[src/rtl/am_lock_tracker_pkg.sv]
// am_lock_tracker_pkg: AM patterns, idle block, FSM states and BIP3 helper
// shared by the alignment-marker lock tracker.
package am_lock_tracker_pkg;

    localparam logic [1:0]  CTRL_SH    = 2'b10;
    localparam logic [65:0] IDLE_BLOCK = {CTRL_SH, 8'h1E, 56'h0};

    typedef enum logic [1:0] {ST_SEARCH, ST_CONFIRM, ST_LOCK} state_e;

    // {M0, M1, M2} per PCS lane
    localparam logic [23:0] AM_TABLE_100G [20] = '{
        24'hC16821, 24'h9D718E, 24'h594BE8, 24'h4D957B, 24'hF50709,
        24'hDD14C2, 24'h9A4A26, 24'h7B4566, 24'hA02476, 24'h68C9FB,
        24'hFD6C99, 24'hB99155, 24'h5CB9B2, 24'h1AF8BD, 24'h83C7CA,
        24'h3536CD, 24'hC4314C, 24'hADD6B7, 24'h5F662A, 24'hC0F0E5
    };

    localparam logic [23:0] AM_TABLE_40G [4] = '{
        24'h907647, 24'hF0C4E6, 24'hC5659B, 24'hA2793D
    };

    function automatic logic [7:0] bip3_of(input logic [65:0] blk);
        logic [7:0] b;
        b = {3'b000, blk[65], blk[64], 3'b000};
        for (int k = 0; k < 8; k++) b ^= blk[8*k +: 8];
        return b;
    endfunction

endpackage

[src/rtl/am_lock_tracker_bip3_accumulator.sv]
// am_lock_tracker_bip3_accumulator: running BIP3 over coded blocks; load restarts
// the parity from the current block.
module am_lock_tracker_bip3_accumulator
    import am_lock_tracker_pkg::*;
(
    input  logic        clk_i,
    input  logic        rst_i,
    input  logic        en_i,
    input  logic        load_i,
    input  logic [65:0] data_i,
    output logic [7:0]  bip_o
);

    logic [7:0] acc_q;

    always_ff @(posedge clk_i) begin
        if (rst_i) acc_q <= '0;
        else if (en_i) acc_q <= load_i ? bip3_of(data_i) : acc_q ^ bip3_of(data_i);
    end

    assign bip_o = acc_q;

endmodule

[src/rtl/am_lock_tracker.sv]
// am_lock_tracker: per-lane 100G/40G PCS alignment-marker lock, AM-slot idle substitution
// and lane ID report. Define AM_BIP_CHECK_EN to enable BIP3 checking on locked AMs.
module am_lock_tracker
    import am_lock_tracker_pkg::*;
#(
    parameter int NB_CODED_BLOCK   = 66,
    parameter int N_LANES          = 20,
    parameter int NB_LANE_ID       = $clog2(N_LANES),
    parameter int AM_PERIOD        = 16384,
    parameter int NB_PERIOD        = $clog2(AM_PERIOD),
    parameter int NB_VAL_AM        = 5,
    parameter int NB_INV_AM        = 3,
    parameter int NB_ERROR_COUNTER = 32
) (
    input  logic                        i_clock,
    input  logic                        i_reset,
    input  logic                        i_enable,
    input  logic                        i_valid,
    input  logic                        i_block_lock,
    input  logic [NB_CODED_BLOCK-1:0]   i_data,
    input  logic [N_LANES-1:0]          i_lane_search_msk,
    input  logic [NB_VAL_AM-1:0]        i_valid_am_thr,
    input  logic [NB_INV_AM-1:0]        i_invalid_am_thr,
    output logic [NB_CODED_BLOCK-1:0]   o_data,
    output logic                        o_valid,
    output logic [NB_LANE_ID-1:0]       o_lane_id,
    output logic                        o_am_lock,
    output logic                        o_resync,
    output logic                        o_start_of_lane,
    output logic                        o_bip_error,
    output logic [NB_ERROR_COUNTER-1:0] o_error_counter
);

    state_e                    state_q;
    logic [NB_CODED_BLOCK-1:0] data_q;
    logic                      valid_q, resync_q, sol_q;
    logic [NB_LANE_ID-1:0]     lane_id_q, hit_id;
    logic [NB_PERIOD-1:0]      cnt_q, cnt_d;
    logic [NB_VAL_AM-1:0]      valid_cnt_q, valid_cnt_d, val_thr;
    logic [NB_INV_AM-1:0]      inv_cnt_q, inv_cnt_d, inv_thr;
    logic [N_LANES-1:0]        lane_match, search_hits;
    logic                      advance, am_form, cur_match, slot, replace, lose;

    assign advance = i_enable && i_valid;
    assign am_form = (i_data[65:64] == CTRL_SH) && (i_data[31:8] == ~i_data[63:40]);

    for (genvar l = 0; l < N_LANES; l++) begin : g_lane
        localparam logic [23:0] PAT = (N_LANES == 4) ? AM_TABLE_40G[l % 4] : AM_TABLE_100G[l % 20];
        assign lane_match[l] = am_form && (i_data[63:40] == PAT);
    end

    assign search_hits = lane_match & i_lane_search_msk;

    always_comb begin
        hit_id = '0;
        for (int l = N_LANES - 1; l >= 0; l--)
            if (search_hits[l]) hit_id = NB_LANE_ID'(l);
    end

    // The AM slot is the block on which the period counter sits at zero
    assign cur_match   = lane_match[lane_id_q];
    assign slot        = (state_q != ST_SEARCH) && (cnt_q == '0);
    assign replace     = (state_q == ST_LOCK) && slot && i_block_lock;
    assign cnt_d       = (cnt_q == NB_PERIOD'(AM_PERIOD - 1)) ? '0 : cnt_q + 1'b1;
    assign valid_cnt_d = valid_cnt_q + 1'b1;
    assign inv_cnt_d   = inv_cnt_q + 1'b1;
    assign val_thr     = i_valid_am_thr | NB_VAL_AM'(i_valid_am_thr == '0);
    assign inv_thr     = i_invalid_am_thr | NB_INV_AM'(i_invalid_am_thr == '0);
    assign lose        = replace && !cur_match && (inv_cnt_d >= inv_thr);

    always_ff @(posedge i_clock) begin
        if (i_reset) begin
            state_q     <= ST_SEARCH;
            data_q      <= '0;
            valid_q     <= 1'b0;
            resync_q    <= 1'b0;
            sol_q       <= 1'b0;
            lane_id_q   <= '0;
            cnt_q       <= '0;
            valid_cnt_q <= '0;
            inv_cnt_q   <= '0;
        end else begin
            valid_q  <= advance;
            resync_q <= advance && (state_q == ST_LOCK) && (!i_block_lock || lose);
            sol_q    <= advance && replace;
            if (advance) begin
                data_q <= replace ? IDLE_BLOCK : i_data;
                if (!i_block_lock) begin
                    state_q     <= ST_SEARCH;
                    cnt_q       <= '0;
                    valid_cnt_q <= '0;
                    inv_cnt_q   <= '0;
                end else begin
                    case (state_q)
                        ST_SEARCH: if (|search_hits) begin
                            lane_id_q   <= hit_id;
                            cnt_q       <= NB_PERIOD'(1);
                            valid_cnt_q <= NB_VAL_AM'(1);
                            state_q     <= (val_thr == NB_VAL_AM'(1)) ? ST_LOCK : ST_CONFIRM;
                        end
                        ST_CONFIRM: begin
                            cnt_q <= cnt_d;
                            if (slot && cur_match) begin
                                valid_cnt_q <= valid_cnt_d;
                                if (valid_cnt_d >= val_thr) state_q <= ST_LOCK;
                            end else if (slot) begin
                                state_q     <= ST_SEARCH;
                                cnt_q       <= '0;
                                valid_cnt_q <= '0;
                            end
                        end
                        ST_LOCK: begin
                            cnt_q <= cnt_d;
                            if (slot) inv_cnt_q <= cur_match ? '0 : inv_cnt_d;
                            if (lose) begin
                                state_q     <= ST_SEARCH;
                                cnt_q       <= '0;
                                valid_cnt_q <= '0;
                                inv_cnt_q   <= '0;
                            end
                        end
                        default: state_q <= ST_SEARCH;
                    endcase
                end
            end
        end
    end

    assign o_data          = data_q;
    assign o_valid         = valid_q;
    assign o_lane_id       = lane_id_q;
    assign o_am_lock       = (state_q == ST_LOCK);
    assign o_resync        = resync_q;
    assign o_start_of_lane = sol_q;

`ifdef AM_BIP_CHECK_EN
    logic [7:0]                  bip_acc;
    logic                        bip_err_q, bip_load, bip_bad;
    logic [NB_ERROR_COUNTER-1:0] err_cnt_q;

    // Parity restarts on every AM slot and on the AM that starts a search capture
    assign bip_load = slot || ((state_q == ST_SEARCH) && i_block_lock && (|search_hits));
    assign bip_bad  = advance && replace && cur_match && (bip_acc != i_data[39:32]);

    am_lock_tracker_bip3_accumulator u_bip3 (
        .clk_i  (i_clock),
        .rst_i  (i_reset),
        .en_i   (advance),
        .load_i (bip_load),
        .data_i (i_data),
        .bip_o  (bip_acc)
    );

    always_ff @(posedge i_clock) begin
        if (i_reset) begin
            bip_err_q <= 1'b0;
            err_cnt_q <= '0;
        end else begin
            bip_err_q <= bip_bad;
            if (bip_bad && !(&err_cnt_q)) err_cnt_q <= err_cnt_q + 1'b1;
        end
    end

    assign o_bip_error     = bip_err_q;
    assign o_error_counter = err_cnt_q;
`else
    assign o_bip_error     = 1'b0;
    assign o_error_counter = '0;
`endif

endmodule

[config.mk]
export PLATFORM = sky130hd
export DESIGN_NAME = am_lock_tracker
export DESIGN_NICKNAME = d
export VERILOG_FILES = /design/src/rtl/am_lock_tracker_pkg.sv /design/src/rtl/am_lock_tracker_bip3_accumulator.sv /design/src/rtl/am_lock_tracker.sv
export SDC_FILE = /design/constraint.sdc
export NUM_CORES = 1
export LEC_CHECK = 0
export ABC_AREA = 1
export BUFFER_PORTS_ARGS = -buffer_cell sky130_fd_sc_hd__buf_2
export CAP_MARGIN = 0
export CORE_UTILIZATION = 50
export CTS_CLUSTER_DIAMETER = 60
export DETAILED_ROUTE_END_ITERATION = 8
export MAX_ROUTING_LAYER = met4
export PLACE_DENSITY_LB_ADDON = 0.08
export SETUP_SLACK_MARGIN = 0.15
export SYNTH_ARGS = -nofsm -noshare
export SYNTH_HDL_FRONTEND = slang
export SYNTH_SLANG_ARGS = --single-unit
export TNS_END_PERCENT = 1
[constraint.sdc]
create_clock -name i_clock -period 6.17 [get_ports i_clock]
set_input_delay 0.9255 -clock i_clock [delete_from_list [all_inputs] [get_ports i_clock]]
set_output_delay 0.9255 -clock i_clock [all_outputs]
set_load 0.02 [all_outputs]
Word-level counts from Yosys, hierarchy flattened
Cells that the tools add are included.
{"block": "totals", "ff_bits": 98, "latchBits": 0, "mem_bits_rw": 0, "rom_bits": 0, "in_bits": 99, "output_inout_bits": 108, "elab_cells": 146, "memories": 0}
{"block": "classes", "addsub": 3, "n_mul": 0, "div": 0, "n_lt_le_gt_ge": 3, "n_eq_ne": 33, "shift": 0, "mux": 49, "bitwise": 4, "n_reduce_logical": 45}
{"op": "$eq 24x24->1 const B", "count": 12}
{"op": "$eq 24x23->1 const B", "count": 6}
{"op": "$mux 5", "count": 25}
{"op": "$mux 14", "count": 6}
{"op": "$mux 66", "count": 1}
{"op": "$pmux 14 s3", "count": 1}
{"op": "$logic_and 1x1->1", "count": 31}
{"op": "$eq 24x21->1 const B", "count": 1}
{"op": "$eq 24x22->1 const B", "count": 1}
{"op": "$eq 24x24->1", "count": 1}
{"op": "$not 24->24", "count": 1}
{"op": "$and 20x20->20", "count": 1}
{"op": "$reduce_or 20->1", "count": 1}
{"op": "$mux 3", "count": 5}
{"op": "$pmux 5 s3", "count": 1}
{"op": "$add 14x1->14 const B", "count": 1}
{"op": "$eq 14x14->1 const B", "count": 1}
{"op": "$logic_not 14->1", "count": 1}
{"op": "$mux 2", "count": 7}
{"op": "$reduce_and 5->1", "count": 2}
{"op": "$ne 4x4->1 const B", "count": 2}
{"op": "$lt 5x6->1 const B", "count": 1}
{"op": "$pmux 2 s3", "count": 1}
{"op": "$reduce_and 3->1", "count": 2}
{"op": "other kinds (23)", "count": 25}

Depth between registers and ports, before layout
Gate-level depths: netlist of run 1.
{"block": "depth", "depth_word": 25, "ltp_mapped": 25}

Worst setup path before layout of run 1
No wires, ideal clock.
{"block": "synth_path", "path_type": "input-to-reg", "startpoint": "in i_data[53]", "endpoint": "reg cnt_q[0]", "setup_time_ps": 66, "arrival_time_ps": 2824, "required_ps": 6104, "setup_slack_ps": 3279, "cell_stages": 22, "path_cell_list": "buf_4 nand2_1 o21ai_0 nor2_2 nand2_1 nor2_1 nand2_1 nor2_4 buf_6 nand3_1 nand3_1 nand2_1 nand2_1 nand4_2 nand3_2 nand2_2 nand2_2 buf_6 nand2_1 nand2_1 nand2_1 a21oi_2"}
{"block": "synth_between", "elab_chain_cells": 12, "word_cells_on_any_way": 57, "cone_classes": "eq/ne: 22; mux: 6; bitwise: 2; reduce/logical: 27"}
{"element": "start: declaration", "line_no": "am_lock_tracker.sv:20", "source": "input logic [NB_CODED_BLOCK-1:0] i_data,"}
{"element": "$not 24->24", "line_no": "am_lock_tracker.sv:45", "source": "assign am_form = (i_data[65:64] == CTRL_SH) && (i_data[31:8] == ~i_data[63:40]);"}
{"element": "$eq 24x24->1", "line_no": "am_lock_tracker.sv:45"}
{"element": "$logic_and 1x1->1", "line_no": "am_lock_tracker.sv:45"}
{"element": "$logic_and 1x1->1", "line_no": "am_lock_tracker.sv:49", "source": "assign lane_match[l] = am_form && (i_data[63:40] == PAT);"}
{"element": "$bmux 1 s5", "line_no": "am_lock_tracker.sv:61", "source": "assign cur_match = lane_match[lane_id_q];"}
{"element": "$mux 1 (implied by the code)", "line_no": "am_lock_tracker.sv:61"}
{"element": "$logic_not 1->1", "line_no": "am_lock_tracker.sv:69", "source": "assign lose = replace && !cur_match && (inv_cnt_d >= inv_thr);"}
{"element": "$logic_and 1x1->1 (2 in a row)", "line_no": "am_lock_tracker.sv:69"}
{"element": "$mux 14", "line_no": "am_lock_tracker.sv:115", "source": "if (lose) begin"}
{"element": "$pmux 14 s3", "line_no": "am_lock_tracker.sv:94", "source": "case (state_q)"}
{"element": "$mux 14", "line_no": "am_lock_tracker.sv:88", "source": "if (!i_block_lock) begin"}
{"element": "end signal: assignment", "line_no": "am_lock_tracker.sv:102", "source": "cnt_q <= cnt_d;"}
{"element": "end signal: assignment", "line_no": "am_lock_tracker.sv:113", "source": "cnt_q <= cnt_d;"}
{"element": "end: declaration", "line_no": "am_lock_tracker.sv:38", "source": "logic [NB_PERIOD-1:0] cnt_q, cnt_d;"}
Parallel ways exist; a longest one is shown, timed or not. The select of a mux whose other input is x is not followed.
A chain may end at the register's enable or synchronous reset.

Worst setup path in the final report of run 1
{"block": "layout_path", "startpoint": "in i_data[53]", "endpoint": "reg cnt_q[5]"}
The elaborated chain is that of the path after synthesis.

==> metrics.md, run 1 <==
| Metric | Value |
|---|---|
| Routability cong. | `roughly 1.1` |
| Top FF cell, synth | `dfxtp_1` |
| Hpwl dp | `~23000 um` |
| Critical path peak fanout | `30` |
| Vias in the first global route | `approximately 8500` |
| Mapped Avg Cell Area | `approximately 5.9 um2` |
| Layout cells sized above 1 | `roughly 16%` |
| Gr ovfl total | `0` |
| Clk sinks | `98` |
| Seq/Total Area, Yosys | `between 20% and 30%` |
| Worst R2R Start | `cnt_q[0]$_SDFFE_PP0P_` |
| Pins over their slew limit | `0` |
| Post-Place Cells | `about 1600` |
| Core ar. | `about 0.015 mm2` |
| Fmax | `~0.27 GHz` |
| Status | `complete, no violations` |
| Vias | `just over 9000` |
| Mapped cell area | `around 0.0075 mm2` |
| Final Hold Viols | `0` |
| Max VDD drop | `just under 200 uV` |
| Number of nets in the layout | `between 1500 and 2000` |
| Drt pass-1 iters | `6` |
| R2R Setup Slk | `between 3 and 4 ns` |
| Endpoints failing setup | `0` |
| Worst hold path class | `reg -> reg` |
| Startpoint Class | `input port` |
| Highest cell delay on the worst timing path | `around 0.54 ns` |
| Setup Fix Bufs, Post-CTS | `0` |
| Initial core utilization | `between 50% and 60%` |
| Final period util | `about three fifths` |
| Overall Global Routing Usage | `37.5%` |
| Die ar. | `roughly 0.015 mm2` |
| WP data required | `between 6 and 7 ns` |
| Syn-to-layout area delta | `14.2%` |
| Critical path's slowest cell | `nor2_4` |
| Most common cell after layout, fill and taps aside | `nand2_1` |
| Worst hold start | `inv_cnt_q[1]$_SDFFE_PP0P_` |
| Initial antenna violation count | `0` |
| Clk_skew | `~0.008 ns` |
| Drt total wl | `roughly 28000 um` |
| Number of flops mapped to enable cells by yosys | `0` |
| Post_cts resized | `0` |
| Max Cap Viol | `0` |
| Critical Path, Cell by Cell | `buf_2, nand2_1, o21ai_0, nor2_2, nand2_1, nor2_1, nand2_1, nor2_4, nand3_1, nand4_1, nor2_1, nand4_1, nand3b_2, inv_2, o21ai_1, inv_1, nor2_1` |
| Gate count of the mapped netlist | `around 1300` |
| Residual DRC | `0` |
| PnR worst setup slack | `about 2.5 ns` |
| Worst Hold Slack | `between 0.4 and 0.5 ns` |
| Worst setup EP type | `register` |
| CTS root buf | `clkbuf_16` |
| Maximum level of the CTS H-tree | `3` |
| Wire per inst | `between 15 and 20 um` |
| CP bufs+invs | `3` |
| Measured slew at the worst slew-check pin | `between 1 and 1.5 ns` |
| Final TNS setup | `0 ns` |
| Leak Pwr | `4.32 nW` |
| Fin crit period | `around 3.7 ns` |
| Hold buffers post-CTS | `0` |
| IO buf count | `between 150 and 200` |
| CP delay by family, top | `simple AND/OR/NAND/NOR gates` |
| Seq cells post-synth | `slightly below 100` |
| Fraction of registers with async set/reset | `0%` |
| CTS buffer count | `9` |
| Largest net degree at the start of global routing | `approximately 130` |
| Clock buffer depth | `2` |
| Netlist cell types | `45` |
| Cell Rows | `between 40 and 50` |
| DP Worst Slack | `approximately 2.2 ns` |
| Unrepaired setup endpoints after global routing | `false` |
| First-pass GRT wire length | `roughly 45000 um` |
| CTS tree | `done` |
| Die height | `roughly 120 um` |
| Clock transition at path regs | `around 0.080 ns` |
| Post-DRT Antenna Nets | `0` |
| Vias per inst | `roughly 5.7` |
| ANT cells | `0` |
| Crit path from | `i_data[53]` |
| Worst-skew pair later-pin latency | `between 0.3 and 0.4 ns` |
| Most frequent cells in the layout | `nand2_1 (278), nor2_1 (190), buf_2 (173), inv_1 (130), nand3_1 (125)` |
| Pwr dens | `just under 200 mW/mm2` |
| Final non-filler cell total | `approximately 1600` |
| Yosys warns | `0` |
| Die Width | `124 um` |
| I/O pin cnt | `just over 200` |
| Slew margin rel. | `a little under a third` |
| WS Path Type | `in -> reg` |
| Initial drt markers | `between 900 and 1000` |
| Critical path arrival | `3.95 ns` |
| Post-layout util | `roughly three fifths` |
[flip-flops by register name, summed over array words and instances (netlist names)]
| register | count |
|---|---|
| o_data | 66 |
| o_resync | 1 |
| o_lane_id | 5 |
| state_q | 2 |
| o_valid | 1 |
| valid_cnt_q | 5 |
| inv_cnt_q | 3 |
| o_start_of_lane | 1 |
| cnt_q | 14 |
[per-layer routing]
| layer | part of all wire [%] | GRT usage [%] | up-vias |
|---|---|---|---|
| li1 | - | - | 4356 |
| met1 | 42 | 46.4 | 4159 |
| met2 | 46 | 60.7 | 518 |
| met3 | 7.6 | 5.37 | 95 |
| met4 | 4.2 | 16.2 | 0 |
| met5 | 0 | - | - |
[report_power, final]
part           internal [mW]  switching [mW]  leakage [nW]  total (mW)
combinational          0.112           0.270          3.37       0.382
sequential             0.668          0.0200         0.805       0.688
clock                  0.318           0.257         0.142       0.575
total                   1.10           0.547          4.32        1.65
[synth_stat cells (2+ instances only)]
library cell | n | area [um2]
nor2_1 | 190 | 713
xor2_1 | 11 | 96.3
buf_2 | 3 | 15.0
and2_1 | 3 | 18.8
nand4_1 | 52 | 325
nand2_2 | 3 | 18.8
nor3_1 | 24 | 120
o21bai_1 | 2 | 15.0
nor4_1 | 19 | 119
inv_1 | 132 | 495
nand3_1 | 125 | 626
o21ai_0 | 85 | 425
nor3_2 | 2 | 20.0
buf_6 | 4 | 45.0
nand3_2 | 2 | 20.0
inv_2 | 8 | 30.0
nand3b_2 | 2 | 22.5
and3_1 | 2 | 12.5
nand2_1 | 279 | 1050
ha_1 | 15 | 188
buf_4 | 38 | 285
nor2_4 | 4 | 45.0
clkbuf_1 | 33 | 124
o21ai_1 | 2 | 10.0
a21oi_1 | 90 | 450
a31oi_1 | 3 | 18.8
xnor2_1 | 2 | 17.5
nor3b_1 | 4 | 30.0
nand3b_1 | 3 | 22.5
nor2_2 | 6 | 37.5
dfxtp_1 | 98 | 1960
[stage by stage]
step / cell area, um2 / power, mW
CTS: 8550 / 1.65
floorplan: 7610 / 0.955
finish: 8550 / 1.65
detailed placement: 8260 / 1.08
global placement: 8260 / 1.07
global route: 8550 / 1.72
[worst reg2reg max path: cells and delay by family, from the launching register on]
kind,cells,cell delay (ns)
fa+ha+maj,1,0.21
buf+inv,1,0.13
flops,1,0.39
compound gates,2,0.95
simple gates,8,1.23
[final cells by class]
class,count,area [um2]
Multi-Input combinational cell,974,4650
Tap cell,184,230
Fill cell,1486,6040
Sequential cell,98,1960
Clock buffer,11,233
Inverter,141,531
Timing Repair Buffer,176,888
Clock inverter,5,62.6
[final timing paths]
path / to / cells past startpoint
worst max register to register: cnt_q[13]$_SDFFE_PP0P_ / 12
worst min-delay path: inv_cnt_q[1]$_SDFFE_PP0P_ / 2
worst min register to register: inv_cnt_q[1]$_SDFFE_PP0P_ / 2
worst max-delay path: cnt_q[5]$_SDFFE_PP0P_ / 17
[kinds of logic after synthesis]
logic type	after synthesis	synth area share, %
AOI/OAI and AO/OA	188	12.9
xor gates and xnor gates	14	1.74
adders and majority gates	15	2.51
buffers and inverters	220	13.4
DFF	98	26.2
other	1	0.0501
and+or+nand+nor	724	43.2
Note: power is estimated with default switching activity, not from simulation.
==> run 2, diff against run 1 <==
ABC_AREA = 0   (was 1)
clock period = 3.47 ns   (was 6.17 ns; I/O delays follow)
==> run 2 against run 1 <==
Against the previous run: final area rose by 3.4%; critical path depth down 3; core utilization grew 8.2 points; power grew 75%; synthesized cell count shrank 34%; global-route usage fell by 0.44 points; combinational power up 63%; synthesized area down 9.1%; clock power rose by 86%; clock-buffer cell count is 1 higher; critical endpoint is now cnt_q[2]$_SDFFE_PP0P_; largest cell class unchanged; highest routed layer unchanged.
==> metrics.md, run 2 <==
| Metric | Value |
|---|---|
| Pwr dens | `between 300 and 400 mW/mm2` |
| Post-DRT Antenna Nets | `0` |
| Worst Hold Depth | `3` |
| Fmax | `around 0.31 GHz` |
| ANT cells | `0` |
| Max VDD drop | `between 300 and 400 uV` |
| Vias per inst | `around 6.0` |
| Die ar. | `around 0.014 mm2` |
| R2R depth | `9` |
| Worst Hold Slack | `roughly 0.4 ns` |
| Initial core utilization | `around 51%` |
| Most common cell after layout, fill and taps aside | `buf_2` |
| Setup Fix Bufs, Post-CTS | `0` |
| Die height | `roughly 120 um` |
| Vias | `7623` |
| Fin crit period | `~3.2 ns` |
| Netlist cell types | `between 80 and 90` |
| CTS buffer count | `9` |
| Final Hold Viols | `0` |
| Worst r2r dst | `state_q[0]$_SDFFE_PP0P_` |
| Top routing layer in use | `met4` |
| Mapped cell area | `0.00681 mm2` |
| Largest cells by area after synthesis | `dfxtp_1 (29%), a22oi_1 (6.9%), nor2_1 (5.4%)` |
| Initial drt markers | `747` |
| Endpoints failing setup | `0` |
| Worst hold start | `i_data[5]` |
| Max reg flops | `66` |
| Die Width | `roughly 120 um` |
| Final TNS setup | `0 ns` |
| Seq/Total Area, Yosys | `roughly 29%` |
| Metal2 WL | `~12000 um` |
| Post-layout util | `~67%` |
| Highest cell delay on the worst timing path | `approximately 0.36 ns` |
| Clock buffer depth | `2` |
| Syn-to-layout area delta | `29.9%` |
| End of the worst hold path | `o_data[5]$_SDFFE_PP0P_` |
| Maximum level of the CTS H-tree | `3` |
| Clock transition at path regs | `0.07 ns` |
| Final period util | `about 92%` |
| CP delay by family, top | `compound AO/OA/AOI/OAI gates` |
| PnR worst setup slack | `0.286 ns` |
| Residual DRC | `0` |
| Mapped Avg Cell Area | `around 8.1 um2` |
| Number of nets in the layout | `around 1200` |
| Drt total wl | `between 20000 and 30000 um` |
| Hpwl dp | `between 15000 and 20000 um` |
| Top FF cell, synth | `dfxtp_1` |
| Worst R2R Start | `o_lane_id[0]$_SDFFE_PP0P_` |
| Critical path peak fanout | `11` |
| Seq. cell area | `0.00196 mm2` |
| Worst-skew pair later-pin latency | `0.35 ns` |
| CTS root buf | `clkbuf_16` |
| CTS tree | `done` |
| Seq cells post-synth | `slightly below 100` |
| Layout cells sized above 1 | `33.8%` |
| Initial antenna violation count | `0` |
| Worst hold path class | `in -> reg` |
| Yosys warns | `0` |
| Core ar. | `about 0.013 mm2` |
| WL met3 | `around 2400 um` |
| Post-Place Cells | `roughly 1300` |
| Critical path's slowest cell | `o221ai_2` |
| Drt pass-1 iters | `7` |
| Slew margin rel. | `55.4%` |
| Footprint of the multi-input gates | `around 0.0044 mm2` |
| Met1 wire length | `around 10000 um` |
| First-pass GRT wire length | `roughly 40000 um` |
| Max Cap Viol | `0` |
| Measured slew at the worst slew-check pin | `roughly 0.67 ns` |
| Area leader, netlist | `dfxtp_1` |
| IO buf count | `roughly 170` |
| Wire per inst | `slightly above 20 um` |
| Pins over their slew limit | `0` |
| Overall Global Routing Usage | `around 37%` |
| Critical path arrival | `3.46 ns` |
| Gate count of the mapped netlist | `between 800 and 900` |
| Most instantiated cells after synthesis | `dfxtp_1 (98), nor2_1 (98), a22oi_1 (63), nand2_1 (58), nand4_1 (49)` |
| R2R Setup Slk | `0.67 ns` |
| Vias in the first global route | `between 7000 and 8000` |
| Clk_skew | `between 0.01 and 0.015 ns` |
| Status | `complete, no violations` |
| Number of flops mapped to enable cells by yosys | `0` |
| Fraction of registers with async set/reset | `0%` |
| CP bufs+invs | `4` |
| Fillcell total | `between 1000 and 1500` |
| Most frequent cells in the layout | `buf_2 (172), buf_4 (123), nor2_1 (98), dfxtp_1 (98), a22oi_1 (63)` |
| DP Worst Slack | `-0.0293 ns` |
| Startpoint Class | `input port` |
| WS Path Type | `in -> reg` |
| I/O pin cnt | `approximately 210` |
| Gr ovfl total | `0` |
| Critical Path, Cell by Cell | `buf_2, buf_4, and2b_1, nand4_1, buf_4, nor4_1, a41o_1, a41oi_1, o221ai_2, o21a_1, o21ai_2, o21a_1, buf_12, nor3_1` |
| Final non-filler cell total | `about 1300` |
| Leak Pwr | `3.84 nW` |
| Worst setup EP type | `register` |
| Largest net degree at the start of global routing | `63` |
| Share of the synthesized area in the top cell type | `about 29%` |
| Cell Rows | `42` |
| Routability cong. | `about 1.1` |
| Unrepaired setup endpoints after global routing | `true` |
| WP data required | `~3.8 ns` |
| Clk sinks | `roughly 100` |
[run 2: layout make-up]
type	instances	area share, %
clock buffers	12	3.01
flip-flops and latches	98	22.2
multi-input cells	656	49.4
inverters	23	0.976
repair buffers	300	21.3
clock inverters	4	0.623
well taps	176	2.49
[run 2: logic make-up after synthesis]
logic type	Yosys count	synth area share, %
flops	98	28.8
compound gates	154	17.1
simple gates	415	36.6
mux	5	0.919
fa+ha+maj	15	2.76
xor+xnor	34	4.48
buf+inv	115	9.24
other cells	1	0.0551
[run 2: worst min-delay path, stage by stage]
cell	delay, ns
buf_2	0.08
a22oi_1	0.05
nor2_1	0.07
[run 2: layer usage]
layer  vias to the layer above  track usage, %
li1                       3554               -
met1                      3552            45.2
met2                       433            59.5
met3                        84            8.59
met4                         0            13.4
met5                         -               -
[run 2: what timing repair did]
action | 4_1_cts | 5_1_grt
resized for setup | 0 | 2
hold buffers | 0 | 0
setup endpoints to repair | 0 | 3
[run 2: worst max-delay path by stage]
| stage | startpoint | end | slack, ns | depth (start not counted) |
|---|---|---|---|---|
| 6_report | i_data[54] | cnt_q[2]$_SDFFE_PP0P_ | 0.29 | 14 |
| 3_5_place_dp | i_data[48] | state_q[1]$_SDFFE_PP0P_ | -0.03 | 12 |
| 3_3_place_gp | i_data[46] | cnt_q[2]$_SDFFE_PP0P_ | -0.03 | 13 |
| 5_1_grt | i_data[44] | cnt_q[2]$_SDFFE_PP0P_ | 0.15 | 14 |
| 4_1_cts | i_data[48] | cnt_q[2]$_SDFFE_PP0P_ | 0.35 | 13 |
| 2_1_floorplan | i_data[59] | state_q[1]$_SDFFE_PP0P_ | 0.36 | 11 |
[run 2: through the flow]
step,cell area [um2],power (mW)
finish,8840,2.88
detailed placement,8510,1.82
global route,8840,2.98
floorplan,6930,1.58
global placement,8510,1.82
CTS,8830,2.88
[run 2: power breakdown]
group          total, mW  internal (mW)  switching, mW
Sequential          1.19           1.16         0.0219
Clock               1.07          0.623          0.448
Combinational      0.623          0.235          0.388
Total               2.88           2.02          0.857
==> run 3, diff against run 2 <==
PLACE_DENSITY = 0.86   (was unset)
PLACE_DENSITY_LB_ADDON = unset   (was 0.08)
==> run 3 against run 2 <==
Against the previous run: clock-buffer cell count shrank 3; non-clock buffer count is 25 higher; clock power about the same; sequential power is essentially flat; register-to-register slack hardly changed; power is 0.17% higher; die area did not move; clock skew fell by 0.0040 ns; largest power group unchanged.
==> metrics.md, run 3 (synthesis gave the netlist of run 2 again) <==
| Metric | Value |
|---|---|
| Initial antenna violation count | `1` |
| Overall Power | `2.88 mW` |
| Final non-filler cell total | `roughly 1300` |
| Pwr dens | `318 mW/mm2` |
| Post-Place Cells | `1277` |
| Final Hold Viols | `0` |
| Dpl cell area | `0.00871 mm2` |
| Endpoints failing setup | `0` |
| Worst hold start | `i_data[35]` |
| Clk_skew | `0.00738 ns` |
| WS Path Type | `in -> reg` |
| Max Cap Viol | `0` |
| Fmax | `roughly 0.31 GHz` |
| DP Worst Slack | `-0.135 ns` |
| First-pass GRT wire length | `41600 um` |
| Number of nets in the layout | `1227` |
| Clock buffer depth | `2` |
| Max VDD drop | `~250 uV` |
| CTS tree | `done` |
| Crit path from | `i_data[44]` |
| Final period util | `between 90% and 100%` |
| Leak Pwr | `about 4 nW` |
| Routability cong. | `between 1 and 1.5` |
| Hpwl dp | `approximately 22000 um` |
| Metal2 WL | `12800 um` |
| Worst hold path class | `in -> reg` |
| Startpoint Class | `input port` |
| Cell Rows | `42` |
| PnR worst setup slack | `0.225 ns` |
| Drt pass-1 iters | `6` |
| Critical path peak fanout | `9` |
| Worst-skew pair later-pin latency | `about 0.35 ns` |
| CTS root buf | `clkbuf_16` |
| Die ar. | `roughly 0.014 mm2` |
| Residual DRC | `0` |
| Clock transition at path regs | `0.07 ns` |
| Most frequent cells in the layout | `buf_2 (173), buf_4 (145), nor2_1 (98), dfxtp_1 (98), a22oi_1 (63)` |
| WP data required | `approximately 3.7 ns` |
| Largest net degree at the start of global routing | `between 60 and 70` |
| Final non-filler cell area | `about 0.0091 mm2` |
| Core ar. | `~0.013 mm2` |
| Clk sinks | `98` |
| Slew margin rel. | `around 55%` |
| Measured slew at the worst slew-check pin | `0.668 ns` |
| Gr ovfl total | `0` |
| Vias per inst | `approximately 6.1` |
| Die Width | `about 120 um` |
| Die height | `119 um` |
| Fin crit period | `3.24 ns` |
| I/O pin cnt | `~210` |
| Overall Global Routing Usage | `about 40%` |
| Max reg flops | `66` |
| Worst R2R Start | `o_lane_id[0]$_SDFFE_PP0P_` |
| Vias | `~7900` |
| Vias in the first global route | `7707` |
| Final TNS setup | `0 ns` |
| WL met3 | `about 2400 um` |
| Post-DRT Antenna Nets | `0` |
| Top routing layer in use | `met4` |
| Status | `complete, no violations` |
| Initial drt markers | `807` |
| Worst setup EP type | `register` |
| IO buf count | `approximately 170` |
| Initial core utilization | `51.4%` |
| Layout cells sized above 1 | `a little over a third` |
| Syn-to-layout area delta | `33.1%` |
| Maximum level of the CTS H-tree | `3` |
| Pins over their slew limit | `0` |
| Met1 wire length | `11100 um` |
| Critical path arrival | `3.52 ns` |
| CTS buffer count | `9` |
| Drt total wl | `approximately 27000 um` |
| Most common cell after layout, fill and taps aside | `buf_2` |
| Unrepaired setup endpoints after global routing | `true` |
| Wire per inst | `approximately 21 um` |
==> run 3: metrics by stage <==
| stage | utilization, % | hold slack, ns |
|---|---|---|
| floorplan | - | 0.444 |
| global placement | 65.8 | 0.456 |
| detailed placement | 65.8 | 0.464 |
| CTS | 68.1 | 0.404 |
| global route | 68.5 | 0.418 |
| finish | 68.5 | 0.405 |
==> run 3: timing repair <==
item	in CTS	in global routing
setup endpoints to repair	0	23
endpoints found under the hold margin	0	0
gates resized for setup	0	6
setup buffers	0	1
hold buffers	0	0
==> run 3: power by group <==
part	total [mW]	internal, mW	leakage (nW)	switching (mW)
clock network	1.05	0.573	0.150	0.472
logic	0.651	0.249	3.02	0.402
registers	1.19	1.16	0.798	0.0246
==> run 3: worst paths after layout <==
path	to	slack, ns	cells past startpoint
hold / removal	o_data[35]$_SDFFE_PP0P_	0.40	3
setup reg to reg	state_q[0]$_SDFFE_PP0P_	0.66	8
hold reg to reg	valid_cnt_q[4]$_SDFFE_PP0P_	0.47	2
setup / recovery	cnt_q[12]$_SDFFE_PP0P_	0.23	13
==> run 3: cell type report <==
cell class                      count  area (um2)
Multi-Input combinational cell    656        4390
Fill cell                        1087        4180
Clock buffer                        9         225
Antenna cell                        1        2.50
Clock inverter                      7        82.6
Sequential cell                    98        1960
Tap cell                          176         220
Timing Repair Buffer              325        2090
Inverter                           23        86.3
==> run 3: per-layer routing <==
layer	vias to the layer above	GRT usage, %
li1	3604	-
met1	3761	47.7
met2	470	64.5
met3	88	8.30
met4	0	14.0
met5	-	-
==> run 3: critical path, cell delays in order <==
cell,delay (ns)
buf_2,0.16
nor4_1,0.32
buf_4,0.18
nand2_1,0.10
nor4_1,0.50
buf_4,0.22
a222oi_1,0.12
a41oi_2,0.30
o221a_4,0.30
inv_1,0.07
or3_1,0.35
a21o_1,0.19
a21oi_1,0.17
